--- config.mk ---
export PLATFORM = sky130hd
export DESIGN_NAME = img_loader
export DESIGN_NICKNAME = d
export VERILOG_FILES = /design/src/rtl/img_loader_pkg.sv /design/src/rtl/img_loader_out_fifo2.sv /design/src/rtl/img_loader.sv
export SDC_FILE = /design/constraint.sdc
export NUM_CORES = 1
export LEC_CHECK = 0
export ABC_CLOCK_PERIOD_IN_PS = 4600
export CORE_UTILIZATION = 53
export DETAILED_ROUTE_END_ITERATION = 16
export PLACE_DENSITY = 0.79
export SETUP_SLACK_MARGIN = 0.3
export SLEW_MARGIN = 20
export SYNTH_ARGS = -nofsm -noshare
export SYNTH_HDL_FRONTEND = slang
export SYNTH_SLANG_ARGS = --single-unit
--- constraint.sdc ---
create_clock -name clk -period 4.6 [get_ports clk]
set_clock_uncertainty 0.15 [all_clocks]
set_input_delay 0.46 -clock clk [delete_from_list [all_inputs] [get_ports clk]]
set_output_delay 0.46 -clock clk [all_outputs]
set_load 0.02 [all_outputs]
--- src/rtl/img_loader_pkg.sv ---
// ---------------------------------------------------------------------------
// img_loader_pkg
//   Definitions shared by the image loader and its output FIFO:
//   - ADDR_W / DATA_W : data-memory address and byte widths
//   - state_t         : job sequencer states
//   - count_last()    : index of the final item of an n-item run
// ---------------------------------------------------------------------------
package img_loader_pkg;

  localparam int ADDR_W = 16;
  localparam int DATA_W = 8;

  typedef enum logic [2:0] {
    IDLE,
    LOAD,
    RUN,
    DUMP,
    DONE
  } state_t;

  // Index of the last item in a run of n items (n in 1..2**ADDR_W).
  function automatic logic [ADDR_W-1:0] count_last(input int unsigned n);
    return ADDR_W'(n - 1);
  endfunction

endpackage

--- src/rtl/img_loader_out_fifo2.sv ---
// ---------------------------------------------------------------------------
// out_fifo2
//   Two-entry FIFO that decouples data-memory read returns from the
//   downstream valid/ready handshake during the dump phase.
//
//   clk, rst_n  : clock, asynchronous active-low reset
//   flush       : synchronous clear of pointers and occupancy
//   push        : write push_data (ignored when full)
//   push_data   : byte to store
//   pop         : remove the head entry (ignored when empty)
//   head        : current head entry
//   count       : occupancy, 0..2
//   empty, full : occupancy flags
// ---------------------------------------------------------------------------
module out_fifo2
  import img_loader_pkg::*;
(
  input  logic              clk,
  input  logic              rst_n,
  input  logic              flush,
  input  logic              push,
  input  logic [DATA_W-1:0] push_data,
  input  logic              pop,
  output logic [DATA_W-1:0] head,
  output logic [1:0]        count,
  output logic              empty,
  output logic              full
);

  logic [DATA_W-1:0] slot [2];
  logic              wr_ptr;
  logic              rd_ptr;
  logic              do_push;
  logic              do_pop;

  assign empty   = (count == 2'd0);
  assign full    = (count == 2'd2);
  assign do_push = push && !full;
  assign do_pop  = pop && !empty;
  assign head    = slot[rd_ptr];

  // NOTE: the storage is reset along with the pointers; with only two
  // entries this is cheap and guarantees the head reads 0 out of reset.
  always_ff @(posedge clk or negedge rst_n) begin
    if (!rst_n) begin
      for (int i = 0; i < 2; i++) slot[i] <= '0;
      wr_ptr <= 1'b0;
      rd_ptr <= 1'b0;
      count  <= 2'd0;
    end else if (flush) begin
      wr_ptr <= 1'b0;
      rd_ptr <= 1'b0;
      count  <= 2'd0;
    end else begin
      if (do_push) begin
        slot[wr_ptr] <= push_data;
        wr_ptr       <= ~wr_ptr;
      end
      if (do_pop) rd_ptr <= ~rd_ptr;
      count <= count + {1'b0, do_push} - {1'b0, do_pop};
    end
  end

endmodule

--- src/rtl/img_loader.sv ---
// ---------------------------------------------------------------------------
// img_loader
//   Job sequencer for an image-processing accelerator:
//     LOAD : streams LOAD_BYTES input bytes into data memory at 0..N-1
//     RUN  : hands data memory to the processor until proc_finish
//     DUMP : reads OUT_BYTES result bytes from OUT_BASE (wrapping at 64K)
//            and streams them out through a 2-entry FIFO
//     DONE : one-cycle done pulse, then back to IDLE
//
//   Parameters: LOAD_BYTES (1..65536), OUT_BASE, OUT_BYTES (1..65536)
//
//   Ports:
//     clk, rst_n                 clock, asynchronous active-low reset
//     start                      begin a job (honoured in IDLE only)
//     s_valid, s_data, s_ready   input byte stream
//     mem_addr, mem_wdata,
//     mem_we, mem_re, mem_rdata  data-memory port (read data one cycle
//                                after mem_re)
//     mem_sel                    1 = processor owns data memory
//     proc_enable, proc_finish   processor control / completion
//     m_valid, m_data, m_ready   result byte stream
//     done                       job-complete pulse
//     chk_sum                    input checksum
//
//   Build option: define IMG_LOADER_CHECKSUM_EN to make chk_sum the
//   modulo-256 sum of the bytes accepted in LOAD; otherwise chk_sum is 0.
// ---------------------------------------------------------------------------
module img_loader
  import img_loader_pkg::*;
#(
  parameter int unsigned       LOAD_BYTES = 65536,
  parameter logic [ADDR_W-1:0] OUT_BASE   = 16'h0000,
  parameter int unsigned       OUT_BYTES  = 16384
) (
  input  logic              clk,
  input  logic              rst_n,
  input  logic              start,
  input  logic              s_valid,
  input  logic [DATA_W-1:0] s_data,
  output logic              s_ready,
  output logic [ADDR_W-1:0] mem_addr,
  output logic [DATA_W-1:0] mem_wdata,
  output logic              mem_we,
  output logic              mem_re,
  input  logic [DATA_W-1:0] mem_rdata,
  output logic              mem_sel,
  output logic              proc_enable,
  input  logic              proc_finish,
  output logic              m_valid,
  output logic [DATA_W-1:0] m_data,
  input  logic              m_ready,
  output logic              done,
  output logic [DATA_W-1:0] chk_sum
);

  localparam logic [ADDR_W-1:0] LOAD_LAST = count_last(LOAD_BYTES);
  localparam logic [ADDR_W-1:0] OUT_LAST  = count_last(OUT_BYTES);
  localparam logic [ADDR_W:0]   OUT_TOTAL = (ADDR_W + 1)'(OUT_BYTES);

  state_t            state;
  state_t            state_nx;
  logic [ADDR_W-1:0] load_cnt;     // next write address in LOAD
  logic [ADDR_W:0]   rd_cnt;       // reads issued in DUMP (reaches OUT_BYTES)
  logic [ADDR_W-1:0] out_cnt;      // result bytes handshaken in DUMP
  logic              rd_inflight;  // a read was issued last cycle
  logic [ADDR_W-1:0] rd_addr;
  logic              rd_pending;
  logic              slot_free;
  logic              job_start;
  logic              load_fire;
  logic              rd_fire;
  logic              out_fire;

  logic [1:0]        fifo_count;
  logic              fifo_empty;
  logic              fifo_full;
  logic [2:0]        occ_after;

  assign job_start  = (state == IDLE) && start;
  assign rd_addr    = OUT_BASE + rd_cnt[ADDR_W-1:0];  // wraps modulo 64K
  assign rd_pending = (rd_cnt < OUT_TOTAL);
  assign m_valid    = !fifo_empty;
  assign out_fire   = m_valid && m_ready;

  // A slot is reserved for every read still in flight. The byte leaving
  // this cycle frees its slot immediately, which is what lets a read issue
  // every cycle while m_ready stays high; a full FIFO never takes a read.
  assign occ_after = 3'(fifo_count) + 3'(rd_inflight) - 3'(out_fire);
  assign slot_free = !fifo_full && (occ_after < 3'd2);

  // NOTE: every output and strobe gets a default before the case so that
  // no path through this block can infer a latch.
  always_comb begin
    state_nx    = state;
    s_ready     = 1'b0;
    mem_we      = 1'b0;
    mem_re      = 1'b0;
    mem_addr    = '0;
    mem_wdata   = '0;
    mem_sel     = 1'b0;
    proc_enable = 1'b0;
    done        = 1'b0;
    load_fire   = 1'b0;
    rd_fire     = 1'b0;

    unique case (state)
      IDLE: begin
        if (start) state_nx = LOAD;
      end
      LOAD: begin
        s_ready   = 1'b1;
        load_fire = s_valid;
        if (load_fire) begin
          mem_we    = 1'b1;
          mem_addr  = load_cnt;
          mem_wdata = s_data;
          if (load_cnt == LOAD_LAST) state_nx = RUN;
        end
      end
      RUN: begin
        mem_sel     = 1'b1;
        proc_enable = 1'b1;
        if (proc_finish) state_nx = DUMP;
      end
      DUMP: begin
        rd_fire = rd_pending && slot_free;
        mem_re  = rd_fire;
        if (rd_fire) mem_addr = rd_addr;
        if (out_fire && (out_cnt == OUT_LAST)) state_nx = DONE;
      end
      DONE: begin
        done     = 1'b1;
        state_nx = IDLE;
      end
      default: state_nx = IDLE;
    endcase
  end

  // NOTE: sequential state uses non-blocking assignments only, so every
  // register samples the values of the cycle that just ended.
  always_ff @(posedge clk or negedge rst_n) begin
    if (!rst_n) begin
      state       <= IDLE;
      load_cnt    <= '0;
      rd_cnt      <= '0;
      out_cnt     <= '0;
      rd_inflight <= 1'b0;
    end else begin
      state       <= state_nx;
      rd_inflight <= rd_fire;

      if (job_start)      load_cnt <= '0;
      else if (load_fire) load_cnt <= load_cnt + 1'b1;

      // Dump counters are armed while the processor runs.
      if (state == RUN) begin
        rd_cnt  <= '0;
        out_cnt <= '0;
      end else begin
        if (rd_fire)  rd_cnt  <= rd_cnt + 1'b1;
        if (out_fire) out_cnt <= out_cnt + 1'b1;
      end
    end
  end

  // Read data returns one cycle after mem_re; rd_inflight marks that cycle.
  out_fifo2 u_out_fifo2 (
    .clk       (clk),
    .rst_n     (rst_n),
    .flush     (state == IDLE),
    .push      (rd_inflight),
    .push_data (mem_rdata),
    .pop       (out_fire),
    .head      (m_data),
    .count     (fifo_count),
    .empty     (fifo_empty),
    .full      (fifo_full)
  );

`ifdef IMG_LOADER_CHECKSUM_EN
  logic [DATA_W-1:0] sum_q;

  always_ff @(posedge clk or negedge rst_n) begin
    if (!rst_n)         sum_q <= '0;
    else if (job_start) sum_q <= '0;
    else if (load_fire) sum_q <= sum_q + s_data;
  end

  assign chk_sum = sum_q;
`else
  assign chk_sum = '0;
`endif

endmodule
==> summary.md, run 1 <==
| Metric | Value |
|---|---|
| Type of origin of the critical path | `primary input` |
| Routability cong. | `0.8156` |
| Cell Count, Final, Fillers Out | `562` |
| Worst path slowest cell | `clkdlybuf4s50_1` |
| Post-CTS Hold Fix Bufs | `0` |
| Initial Utilization | `54.82%` |
| Final Hold Fails | `0` |
| Syn-to-layout area delta | `23.16%` |
| Initial antenna violation count | `0` |
| Count leader, synth | `dfrtp_1` |
| Hold slack | `20.75 ps` |
| DIE WIDTH | `88.62 um` |
| WP buf/inv | `3` |
| YS warnings | `0` |
| Largest area contributor in the synthesized netlist | `dfrtp_1` |
| Fin Setup TNS | `0 ps` |
| # IOs | `69` |
| Share of cells above drive strength 1 | `13.17%` |
| Yosys top cell area share | `45.94%` |
| Outcome | `finished, final reports clean` |
| Mapped Cells | `398` |
| Clk root buf | `clkbuf_8` |
| Crit-path max cell delay | `600 ps` |
| Routed WL | `8961 um` |
| Die H | `88.62 um` |
| Post-synth EDFFs | `0` |
| Crit-path leading delay family | `buffers and inverters` |
| Vias in the first global route | `2997` |
| Pwr dens | `455.6 mW/mm^2` |
| Inserted Diodes | `0` |
| 1st-iter DRT viols | `158` |
| #FFs+latches synth | `73` |
| Worst path cell trace | `clkdlybuf4s50_1 -> o21a_1 -> ha_1 -> nand2b_1 -> fa_1 -> nor4b_4 -> o211ai_1 -> bufinv_8 -> a22o_1 -> clkdlybuf4s50_1` |
| Clk buf depth | `2` |
| Rows | `31` |
| Drt first pass iters | `4` |
| Peak VDD IR | `370.4 uV` |
| Final ANT Viol Nets | `0` |
| Ys flop type | `dfrtp_1` |
| CP Max Fanout | `19` |
| Leak pwr | `2.072 nW` |
| Worst rel slew slack | `38.05%` |
| GRT Util Overall | `24.02%` |
| Global route total overflow | `0` |
| Top Metal Used | `met4` |
| RSZ-0062 raised after global routing | `no` |
| Placed insts | `546` |
| CP most frequent cell | `clkdlybuf4s50_1` |
| Vias per inst | `5.776` |
| Arr. time, crit path | `3560 ps` |
| Synth unique cells | `60` |
| # clock sinks | `73` |
| Worst Setup Path Type | `primary input to primary output` |
| CTS tree | `yes` |
| Setup-failing EPs final | `0` |
| Crit path time final | `4171 ps` |
| # port buffers | `60` |
| Via count | `3246` |
| Ys async rst share | `100.0%` |
| Synth cell count leaders | `dfrtp_1 (73), nand2_1 (29), nor2_1 (29)` |
| WL met2 | `4396 um` |
| Place WS | `371.8 ps` |
| Post-route DRC | `0` |
| NumNets Final | `488` |
| Core area | `0.007253 mm^2` |
| Max-Cap Viols | `0` |
| Fillers | `581` |
| Worst Hold Class | `primary input to async pin` |
| Post-DP HPWL | `6273 um` |
| First-pass GRT wire length | `14180 um` |
| Worst Tran Pin Value | `922.2 ps` |
| Power Total | `2.231 mW` |
| Inserted Clock Buffers | `9` |
| Synth Cell Area | `0.003976 mm^2` |
| Die ar. | `0.007853 mm^2` |
| Seq/Total Area, Yosys | `45.94%` |
| Latest clock arrival within the worst-skew pair | `360 ps` |
| Mean Syn Cell Area | `9.991 um^2` |
| Setup ws final | `429.3 ps` |
| Largest net degree at the start of global routing | `41` |
| Max Freq | `0.2398 GHz` |
| Worst-path clk slew | `80 ps` |
| Htree depth | `3` |
| WL/cell | `15.94 um` |
| Met3 routed WL | `558 um` |
| Pins Over Slew Limit | `0` |
| Crit end category | `primary output` |
| Crit path required time | `3990 ps` |
| Ranking of synthesized cells by area | `dfrtp_1 (46%), mux2_2 (6.8%), or3_1 (3.0%)` |
| M1 WL | `3803 um` |
| Crit share post-route | `90.67%` |
-- logic make-up (layout without fill, tap and decap cells) --
group	count (synthesis)	in the layout	synth area share, %
mux	26	26	7.300
flops	73	73	45.94
fa+ha+maj	8	8	2.706
compound gates	75	75	12.30
other cells	1	8	0.09431
buf+inv	34	92	4.216
simple gates	159	159	22.59
xor+xnor	22	22	4.846
-- routing by layer --
metal  vias up  GRT usage [%]
met4         0          11.44
met3        17          4.571
met1      1571          32.03
met2       110          38.04
met5         -              0
li1       1548              -
-- where the power goes --
| part | internal, mW | total, mW | switching [mW] |
|---|---|---|---|
| Clock | 0.311 | 0.580 | 0.269 |
| Sequential | 0.763 | 0.875 | 0.112 |
| Combinational | 0.402 | 0.777 | 0.375 |
| Total | 1.48 | 2.23 | 0.755 |
-- per-stage QoR --
stage	utilization (%)	instance area, um^2
3_3_place_gp	64.02	4643
5_1_grt	67.52	4897
3_5_place_dp	64.02	4643
6_report	67.52	4897
4_1_cts	67.16	4871
2_1_floorplan	-	4003
-- timing repair --
| item | 4_1_cts | 5_1_grt |
|---|---|---|
| pin swaps | 0 | 0 |
| resized for setup | 1 | 5 |
| setup endpoints to repair | 4 | 14 |
| buffers inserted | 0 | 0 |
-- cell usage in the layout (no fill, tap or decap), types with 6 or more instances in the layout --
| cell | count |
|---|---|
| a22o_1 | 9 |
| nand4_1 | 11 |
| nor2_1 | 29 |
| nand3_1 | 12 |
| buf_4 | 6 |
| clkdlybuf4s50_1 | 57 |
| ha_1 | 7 |
| or3_1 | 19 |
| clkbuf_8 | 9 |
| inv_1 | 8 |
| mux2_2 | 24 |
| a21oi_1 | 23 |
| nand2_1 | 29 |
| o21ai_0 | 17 |
| nor3_1 | 7 |
| and2_1 | 17 |
| dfrtp_1 | 72 |
| xor2_1 | 9 |
| xnor2_1 | 13 |
| conb_1 | 8 |
-- sequential cells by signal, indices dropped and copies added, names as in the netlist --
name / flops
load_cnt: 16
out_cnt: 16
rd_cnt: 17
rd_inflight: 1
state: 3
u_out_fifo2.count: 2
u_out_fifo2.rd_ptr: 1
u_out_fifo2.slot: 16
u_out_fifo2.wr_ptr: 1
-- area by class of cell --
class	count	area, um^2	share of cell area [%]
Inverter	10	51.30	1.048
Timing Repair Buffer	66	645.6	13.18
Clock buffer	9	123.9	2.529
Multi-Input combinational cell	298	2023	41.31
Tap cell	99	123.9	2.529
Clock inverter	7	101.3	2.069
Sequential cell	73	1828	37.33
-- final timing paths --
check,start,to,slack (ps),cells past startpoint
worst min-delay path,rst_n,load_cnt[4],20,1
min in group clk,u_out_fifo2.slot[15],u_out_fifo2.slot[15],360,1
worst max register to register,u_out_fifo2.count[1],rd_cnt[9],1350,9
max in group asynchronous,rst_n,u_out_fifo2.count[1],3270,2
worst min register to register,u_out_fifo2.slot[15],u_out_fifo2.slot[15],360,1
worst max-delay path,m_ready,mem_addr[3],430,10
Power figures use the tool's default switching activity.
==> run 2: changes to the inputs <==
--- a/config.mk
+++ b/config.mk
@@ -7,10 +7,13 @@
 export LEC_CHECK = 0
 export ABC_CLOCK_PERIOD_IN_PS = 4600
 export CORE_UTILIZATION = 53
+export CTS_CLUSTER_SIZE = 25
 export DETAILED_ROUTE_END_ITERATION = 16
+export HOLD_SLACK_MARGIN = 0.15
 export PLACE_DENSITY = 0.79
 export SETUP_SLACK_MARGIN = 0.3
 export SLEW_MARGIN = 20
 export SYNTH_ARGS = -nofsm -noshare
 export SYNTH_HDL_FRONTEND = slang
+export SYNTH_HIERARCHICAL = 1
 export SYNTH_SLANG_ARGS = --single-unit
==> summary.md, run 2 <==
| Metric | Value |
|---|---|
| Synth cell count leaders | `dfrtp_1 (73), nand2_1 (34), a21oi_1 (26) (was dfrtp_1 (73), nand2_1 (29), nor2_1 (29))` |
| Outcome | `finished, final reports clean (unchanged)` |
| Rows | `31 (unchanged)` |
| Initial Utilization | `54.80% (was 54.82%)` |
| Placed insts | `544 (was 546)` |
| Post-synth EDFFs | `0 (unchanged)` |
| Crit-path max cell delay | `600 ps (about the same)` |
| Mean Syn Cell Area | `9.938 um^2 (was 9.991 um^2)` |
| Routed WL | `8679 um (was 8961 um)` |
| Synth Cell Area | `0.003975 mm^2 (was 0.003976 mm^2)` |
| GRT Util Overall | `23.46% (was 24.02%)` |
| Vias in the first global route | `3016 (was 2997)` |
| Final Hold Fails | `0 (unchanged)` |
| Max-Cap Viols | `0 (unchanged)` |
| Cell Count, Final, Fillers Out | `561 (was 562)` |
| Leak pwr | `2.180 nW (was 2.072 nW)` |
| Crit path time final | `4156 ps (was 4171 ps)` |
| Share of cells above drive strength 1 | `13.20% (was 13.17%)` |
| Type of origin of the critical path | `register (was primary input)` |
| Die ar. | `0.007851 mm^2 (was 0.007853 mm^2)` |
| Worst Setup Path Type | `register to primary output (was primary input to primary output)` |
| Yosys top cell area share | `45.96% (was 45.94%)` |
| Latest clock arrival within the worst-skew pair | `340 ps (was 360 ps)` |
| Crit share post-route | `90.36% (was 90.67%)` |
| Post-route DRC | `0 (unchanged)` |
| #FFs+latches synth | `73 (unchanged)` |
| Crit end category | `primary output (unchanged)` |
| Final ANT Viol Nets | `0 (unchanged)` |
| # IOs | `69 (unchanged)` |
| CP Max Fanout | `13 (was 19)` |
| Power Total | `1.767 mW (was 2.231 mW)` |
| NumNets Final | `486 (was 488)` |
| Seq/Total Area, Yosys | `45.96% (was 45.94%)` |
| YS warnings | `6 (was 0)` |
| Area after DPL | `0.004607 mm^2 (was 0.004643 mm^2)` |
| Inserted Diodes | `0 (unchanged)` |
| Core area | `0.007253 mm^2 (unchanged)` |
| DIE WIDTH | `88.61 um (was 88.62 um)` |
| Worst path cell trace | `nor2_2 -> nand2b_4 -> inv_1 -> ha_1 -> nand2b_1 -> fa_1 -> and4bb_2 -> and3_4 -> a22o_1 -> clkdlybuf4s50_1 (was clkdlybuf4s50_1 -> o21a_1 -> ha_1 -> nand2b_1 -> fa_1 -> nor4b_4 -> o211ai_1 -> bufinv_8 -> a22o_1 -> clkdlybuf4s50_1)` |
| Worst Tran Pin Value | `907.4 ps (was 922.2 ps)` |
| Most frequent cells in the layout | `dfrtp_1 (72), clkdlybuf4s50_1 (49), nand2_1 (34) (was dfrtp_1 (72), clkdlybuf4s50_1 (57), nor2_1 (29), nand2_1 (29), mux2_2 (24))` |
| Inserted Clock Buffers | `9 (unchanged)` |
| First-pass GRT wire length | `13990 um (was 14180 um)` |
| Drt first pass iters | `4 (unchanged)` |
| # port buffers | `60 (unchanged)` |
| Setup-failing EPs final | `0 (unchanged)` |
| Global route total overflow | `0 (unchanged)` |
| WL/cell | `15.47 um (was 15.94 um)` |
| Largest area contributor in the synthesized netlist | `dfrtp_1 (unchanged)` |
| RSZ-0062 raised after global routing | `no (unchanged)` |
| Worst rel slew slack | `39.44% (was 38.05%)` |
| Max Freq | `0.2406 GHz (was 0.2398 GHz)` |
| Pwr dens | `364.2 mW/mm^2 (was 455.6 mW/mm^2)` |
| Syn-to-layout area delta | `22.06% (was 23.16%)` |
| Fin Setup TNS | `0 ps (unchanged)` |
| Worst-path clk slew | `70 ps (was 80 ps)` |
| Worst Hold Class | `register to register (was primary input to async pin)` |
| Die H | `88.61 um (was 88.62 um)` |
| Ys async rst share | `100.0% (unchanged)` |
| Vias per inst | `5.813 (was 5.776)` |
| Commonest non-fill, non-tap cell in the layout | `dfrtp_1 (unchanged)` |
| Post-DP HPWL | `6087 um (was 6273 um)` |
| Final Cell Area | `0.004852 mm^2 (was 0.004897 mm^2)` |
| Clk root buf | `clkbuf_8 (unchanged)` |
| Via count | `3261 (was 3246)` |
| Initial antenna violation count | `0 (unchanged)` |
| Largest net degree at the start of global routing | `40 (was 41)` |
| Ys flop type | `dfrtp_1 (unchanged)` |
| Arr. time, crit path | `3550 ps (was 3560 ps)` |
| Routability cong. | `0.8114 (was 0.8156)` |
| Count leader, synth | `dfrtp_1 (unchanged)` |
| Synth unique cells | `49 (was 60)` |
| Clk buf depth | `2 (unchanged)` |
| 1st-iter DRT viols | `213 (was 158)` |
| Crit path required time | `3990 ps (about the same)` |
| Mapped Cells | `400 (was 398)` |
| Worst path slowest cell | `clkdlybuf4s50_1 (unchanged)` |
| Peak VDD IR | `289.3 uV (was 370.4 uV)` |
| Htree depth | `3 (unchanged)` |
| Final design utilization | `66.90% (was 67.52%)` |
| # clock sinks | `73 (unchanged)` |
| Max reg flops | `17 (unchanged)` |
| Most flops, register | `rd_cnt (unchanged)` |
| Pins Over Slew Limit | `0 (unchanged)` |
| CTS tree | `yes (unchanged)` |
| Post-CTS Setup Bufs | `0 (unchanged)` |
| Ranking of synthesized cells by area | `dfrtp_1 (46%), mux2_2 (6.8%), a21oi_1 (3.3%) (was dfrtp_1 (46%), mux2_2 (6.8%), or3_1 (3.0%))` |
[run 2: final timing paths]
path	startpoint	end	slack [ps]	cells past startpoint
min in group asynchronous	rst_n	load_cnt[9]	580	2
max in group asynchronous	rst_n	u_out_fifo2/slot[11]	2730	3
worst min register to register	rd_cnt[16]	rd_cnt[16]	350	1
worst max register to register	u_out_fifo2/count[1]	rd_cnt[9]	910	10
worst max-delay path	u_out_fifo2/count[1]	mem_addr[10]	440	10
worst min-delay path	rd_cnt[16]	rd_cnt[16]	350	1
[run 2: cell type report]
type / count / area (um^2)
clock inverter: 3 / 40.04
multi-input combinational: 294 / 2006
clock buffer: 13 / 148.9
timing repair buffer: 63 / 645.6
inverter: 16 / 60.06
tap: 99 / 123.9
sequential: 73 / 1828
fill: 573 / 2401
[run 2: worst max-delay path, delay by kind of cell, from the launching register on]
family                     cells  cell delay, ps
adders and majority gates      2             780
DFF                            1             480
buffers and inverters          2             710
AOI/OAI and AO/OA              1             140
and+or+nand+nor                5            1100
[run 2: cells by family after synthesis]
| family | synth area share, % |
|---|---|
| AOI/OAI and AO/OA | 11.14 |
| xor gates and xnor gates | 4.627 |
| adders and majority gates | 2.392 |
| buffers and inverters | 4.753 |
| DFF | 45.96 |
| muxes | 7.303 |
| other | 0.09434 |
| and+or+nand+nor | 23.73 |
[run 2: metrics by stage]
| stage | setup slack, ps | hold slack [ps] |
|---|---|---|
| final | 443.5 | 347.1 |
| after global routing | 285.8 | 372.1 |
| after CTS | 342.0 | 348.9 |
| after detailed placement | 301.1 | 330.3 |
| after global placement | 360.7 | 318.8 |
| after floorplan | 1047 | 14.41 |
[run 2: report_power, final]
| part | leakage [nW] | total, mW | switching [mW] | internal, mW |
|---|---|---|---|---|
| Combinational | 1.14 | 0.477 | 0.247 | 0.230 |
| Clock | 0.0974 | 0.487 | 0.222 | 0.264 |
| Sequential | 0.942 | 0.803 | 0.0961 | 0.707 |
| Total | 2.18 | 1.77 | 0.565 | 1.20 |
[run 2: timing repair]
action / 4_1_cts / 5_1_grt
endpoints found under the hold margin: 34 / 0
endpoints found under the setup margin: 11 / 13
hold buffers: 1 / 0
gates cloned: 0 / 0
resized for setup: 2 / 14
[run 2: routing by layer]
metal | share of wire [%] | global-route usage [%] | vias up | routed length [um]
li1 | - | - | 1552 | -
met5 | 0 | 0 | - | 0
met4 | 1.3 | 8.944 | 0 | 109
met1 | 46 | 31.57 | 1593 | 3961
met2 | 47 | 37.55 | 106 | 4073
met3 | 6.2 | 4.851 | 10 | 534
==> run 3: changes to the inputs <==
--- a/config.mk
+++ b/config.mk
@@ -7,10 +7,10 @@
 export LEC_CHECK = 0
 export ABC_CLOCK_PERIOD_IN_PS = 4600
 export CORE_UTILIZATION = 53
-export CTS_CLUSTER_SIZE = 25
 export DETAILED_ROUTE_END_ITERATION = 16
 export HOLD_SLACK_MARGIN = 0.15
 export PLACE_DENSITY = 0.79
+export REMOVE_ABC_BUFFERS = 1
 export SETUP_SLACK_MARGIN = 0.3
 export SLEW_MARGIN = 20
 export SYNTH_ARGS = -nofsm -noshare
==> summary.md, run 3 (same netlist as run 2, synthesis figures left out) <==
| Metric | Value |
|---|---|
| Post-DP HPWL | `5928 um (was 6087 um)` |
| Max Freq | `0.2417 GHz (was 0.2406 GHz)` |
| Post-route DRC | `0 (unchanged)` |
| Most frequent cells in the layout | `dfrtp_1 (72), clkdlybuf4s50_1 (57), nand2_1 (34) (was dfrtp_1 (72), clkdlybuf4s50_1 (49), nand2_1 (34))` |
| Initial Utilization | `54.80% (unchanged)` |
| Final Hold Fails | `0 (unchanged)` |
| Worst path cell trace | `nor2_2 -> nand2b_4 -> inv_1 -> ha_1 -> nand2b_1 -> fa_1 -> and4bb_2 -> and3_4 -> a22o_1 -> clkdlybuf4s50_1 (unchanged)` |
| Vias per inst | `5.731 (was 5.813)` |
| Post-CTS Setup Bufs | `0 (unchanged)` |
| R2R cell count | `10 (unchanged)` |
| Clk root buf | `clkbuf_8 (unchanged)` |
| Largest net degree at the start of global routing | `42 (was 40)` |
| Global route total overflow | `0 (unchanged)` |
| CP Max Fanout | `13 (unchanged)` |
| Crit-path max cell delay | `600 ps (about the same)` |
| Arr. time, crit path | `3530 ps (was 3550 ps)` |
| Leak pwr | `2.051 nW (was 2.180 nW)` |
| Htree depth | `3 (unchanged)` |
| Final ANT Viol Nets | `0 (unchanged)` |
| Worst R2R End | `rd_cnt[11] (was rd_cnt[9])` |
| Routed WL | `8429 um (was 8679 um)` |
| Worst Tran Pin Value | `905.0 ps (was 907.4 ps)` |
| Core area | `0.007253 mm^2 (unchanged)` |
| Outcome | `finished, final reports clean (unchanged)` |
| Worst path slowest cell | `clkdlybuf4s50_1 (unchanged)` |
| Routability cong. | `0.7924 (was 0.8114)` |
| DIE WIDTH | `88.61 um (unchanged)` |
| Via count | `3215 (was 3261)` |
| Worst Hold End | `rd_cnt[16] (unchanged)` |
| Latest clock arrival within the worst-skew pair | `340 ps (about the same)` |
| Setup slack, reg-to-reg | `920 ps (was 910 ps)` |
| Pins Over Slew Limit | `0 (unchanged)` |
| Setup ws final | `463.0 ps (was 443.5 ps)` |
| Crit-path leading delay family | `simple AND/OR/NAND/NOR gates (unchanged)` |
| # port buffers | `60 (unchanged)` |
| WL/cell | `15.02 um (was 15.47 um)` |
| GRT Util Overall | `23.38% (was 23.46%)` |
| Die ar. | `0.007851 mm^2 (unchanged)` |
| Worst Hold Class | `register to register (unchanged)` |
| Crit share post-route | `89.93% (was 90.36%)` |
| Die H | `88.61 um (unchanged)` |
| Crit path time final | `4137 ps (was 4156 ps)` |
| Crit Reg-Reg Startpoint | `u_out_fifo2/count[1] (unchanged)` |
| Initial antenna violation count | `0 (unchanged)` |
| 1st-iter DRT viols | `182 (was 213)` |
| Most flops, register | `rd_cnt (unchanged)` |
| Pwr dens | `372.3 mW/mm^2 (was 364.2 mW/mm^2)` |
| NumNets Final | `486 (unchanged)` |
| Vias in the first global route | `2928 (was 3016)` |
| Worst Setup Path Type | `register to primary output (unchanged)` |
| Commonest non-fill, non-tap cell in the layout | `dfrtp_1 (unchanged)` |
| # clock sinks | `73 (unchanged)` |
| Syn-to-layout area delta | `21.97% (was 22.06%)` |
| Inserted Clock Buffers | `9 (unchanged)` |
| Rows | `31 (unchanged)` |
| Fin Setup TNS | `0 ps (unchanged)` |
| Max reg flops | `17 (unchanged)` |
| Setup-failing EPs final | `0 (unchanged)` |
| Place WS | `301.5 ps (was 301.1 ps)` |
| Inserted Diodes | `0 (unchanged)` |
| WP buf/inv | `2 (unchanged)` |
| Fillers | `567 (was 573)` |
| WHS Path Cells | `1 (unchanged)` |
| CTS tree | `yes (unchanged)` |
| Worst rel slew slack | `39.20% (was 39.44%)` |
| HP Start | `rd_cnt[16] (unchanged)` |
| # IOs | `69 (unchanged)` |
| Share of cells above drive strength 1 | `13.85% (was 13.20%)` |
| RSZ-0062 raised after global routing | `yes (was no)` |
| Max-Cap Viols | `0 (unchanged)` |
| First-pass GRT wire length | `13990 um (unchanged)` |
| Peak VDD IR | `221.2 uV (was 289.3 uV)` |
| Type of origin of the critical path | `register (unchanged)` |
| Clk buf depth | `2 (unchanged)` |
| Drt first pass iters | `4 (unchanged)` |
| Worst-path clk slew | `70 ps (about the same)` |
| Crit end category | `primary output (unchanged)` |
| Crit path required time | `3990 ps (about the same)` |
[run 3: cell count changes in the layout (fill, tap and decap cells not counted), moves of 3 or more]
cell | before | now
clkbuf_1 | 3 | 0
clkinv_2 | 2 | 5
clkdlybuf4s50_1 | 49 | 57
dlymetal6s2s_1 | 10 | 2
[run 3: metrics by stage]
step	std cells	hold slack [ps]	cell area, um^2	total power, mW	util [%]
3_5_place_dp	544	319.1	4607	1.267	63.52
2_1_floorplan	383	14.41	3872	1.094	-
5_1_grt	561	365.7	4848	1.918	66.84
6_report	561	346.3	4848	1.805	66.84
4_1_cts	561	339.7	4831	1.810	66.60
3_3_place_gp	544	317.7	4607	1.248	63.52
[run 3: where the power goes]
part	switching (mW)	internal [mW]	leakage (nW)	total [mW]
clock network	0.231	0.301	0.113	0.531
registers	0.0919	0.707	0.942	0.799
logic	0.242	0.233	0.997	0.475
total	0.565	1.24	2.05	1.80
[run 3: layer usage]
metal / up-vias / GRT usage (%) / wire, um
met5: - / 0 / 0
met4: 0 / 8.065 / 76
met3: 7 / 3.918 / 565
met2: 122 / 36.78 / 4020
met1: 1536 / 32.99 / 3767
li1: 1550 / - / -
[run 3: timing repair]
action	in CTS	in global routing
setup endpoints to repair	11	13
endpoints found under the hold margin	40	0
hold buffers	1	0
gates resized for setup	2	6
[run 3: worst max path at each step]
stage,cells after the start,slack [ps],from,end
3_3_place_gp,10,370,m_ready,mem_addr[9]
6_report,10,460,u_out_fifo2/count[1],mem_addr[1]
4_1_cts,10,310,u_out_fifo2/count[1],mem_addr[4]
2_1_floorplan,9,1200,u_out_fifo2/count[1],mem_addr[0]
5_1_grt,11,300,u_out_fifo2/count[1],mem_addr[6]
3_5_place_dp,10,300,m_ready,mem_addr[0]
[run 3: layout make-up]
class	instances	area [um^2]	area share (%)
clock inverters	7	85.08	1.755
multi-input cells	294	2002	41.29
inverters	16	60.06	1.239
well taps	99	123.9	2.555
clock buffers	9	123.9	2.555
repair buffers	63	625.6	12.90
flip-flops and latches	73	1828	37.70
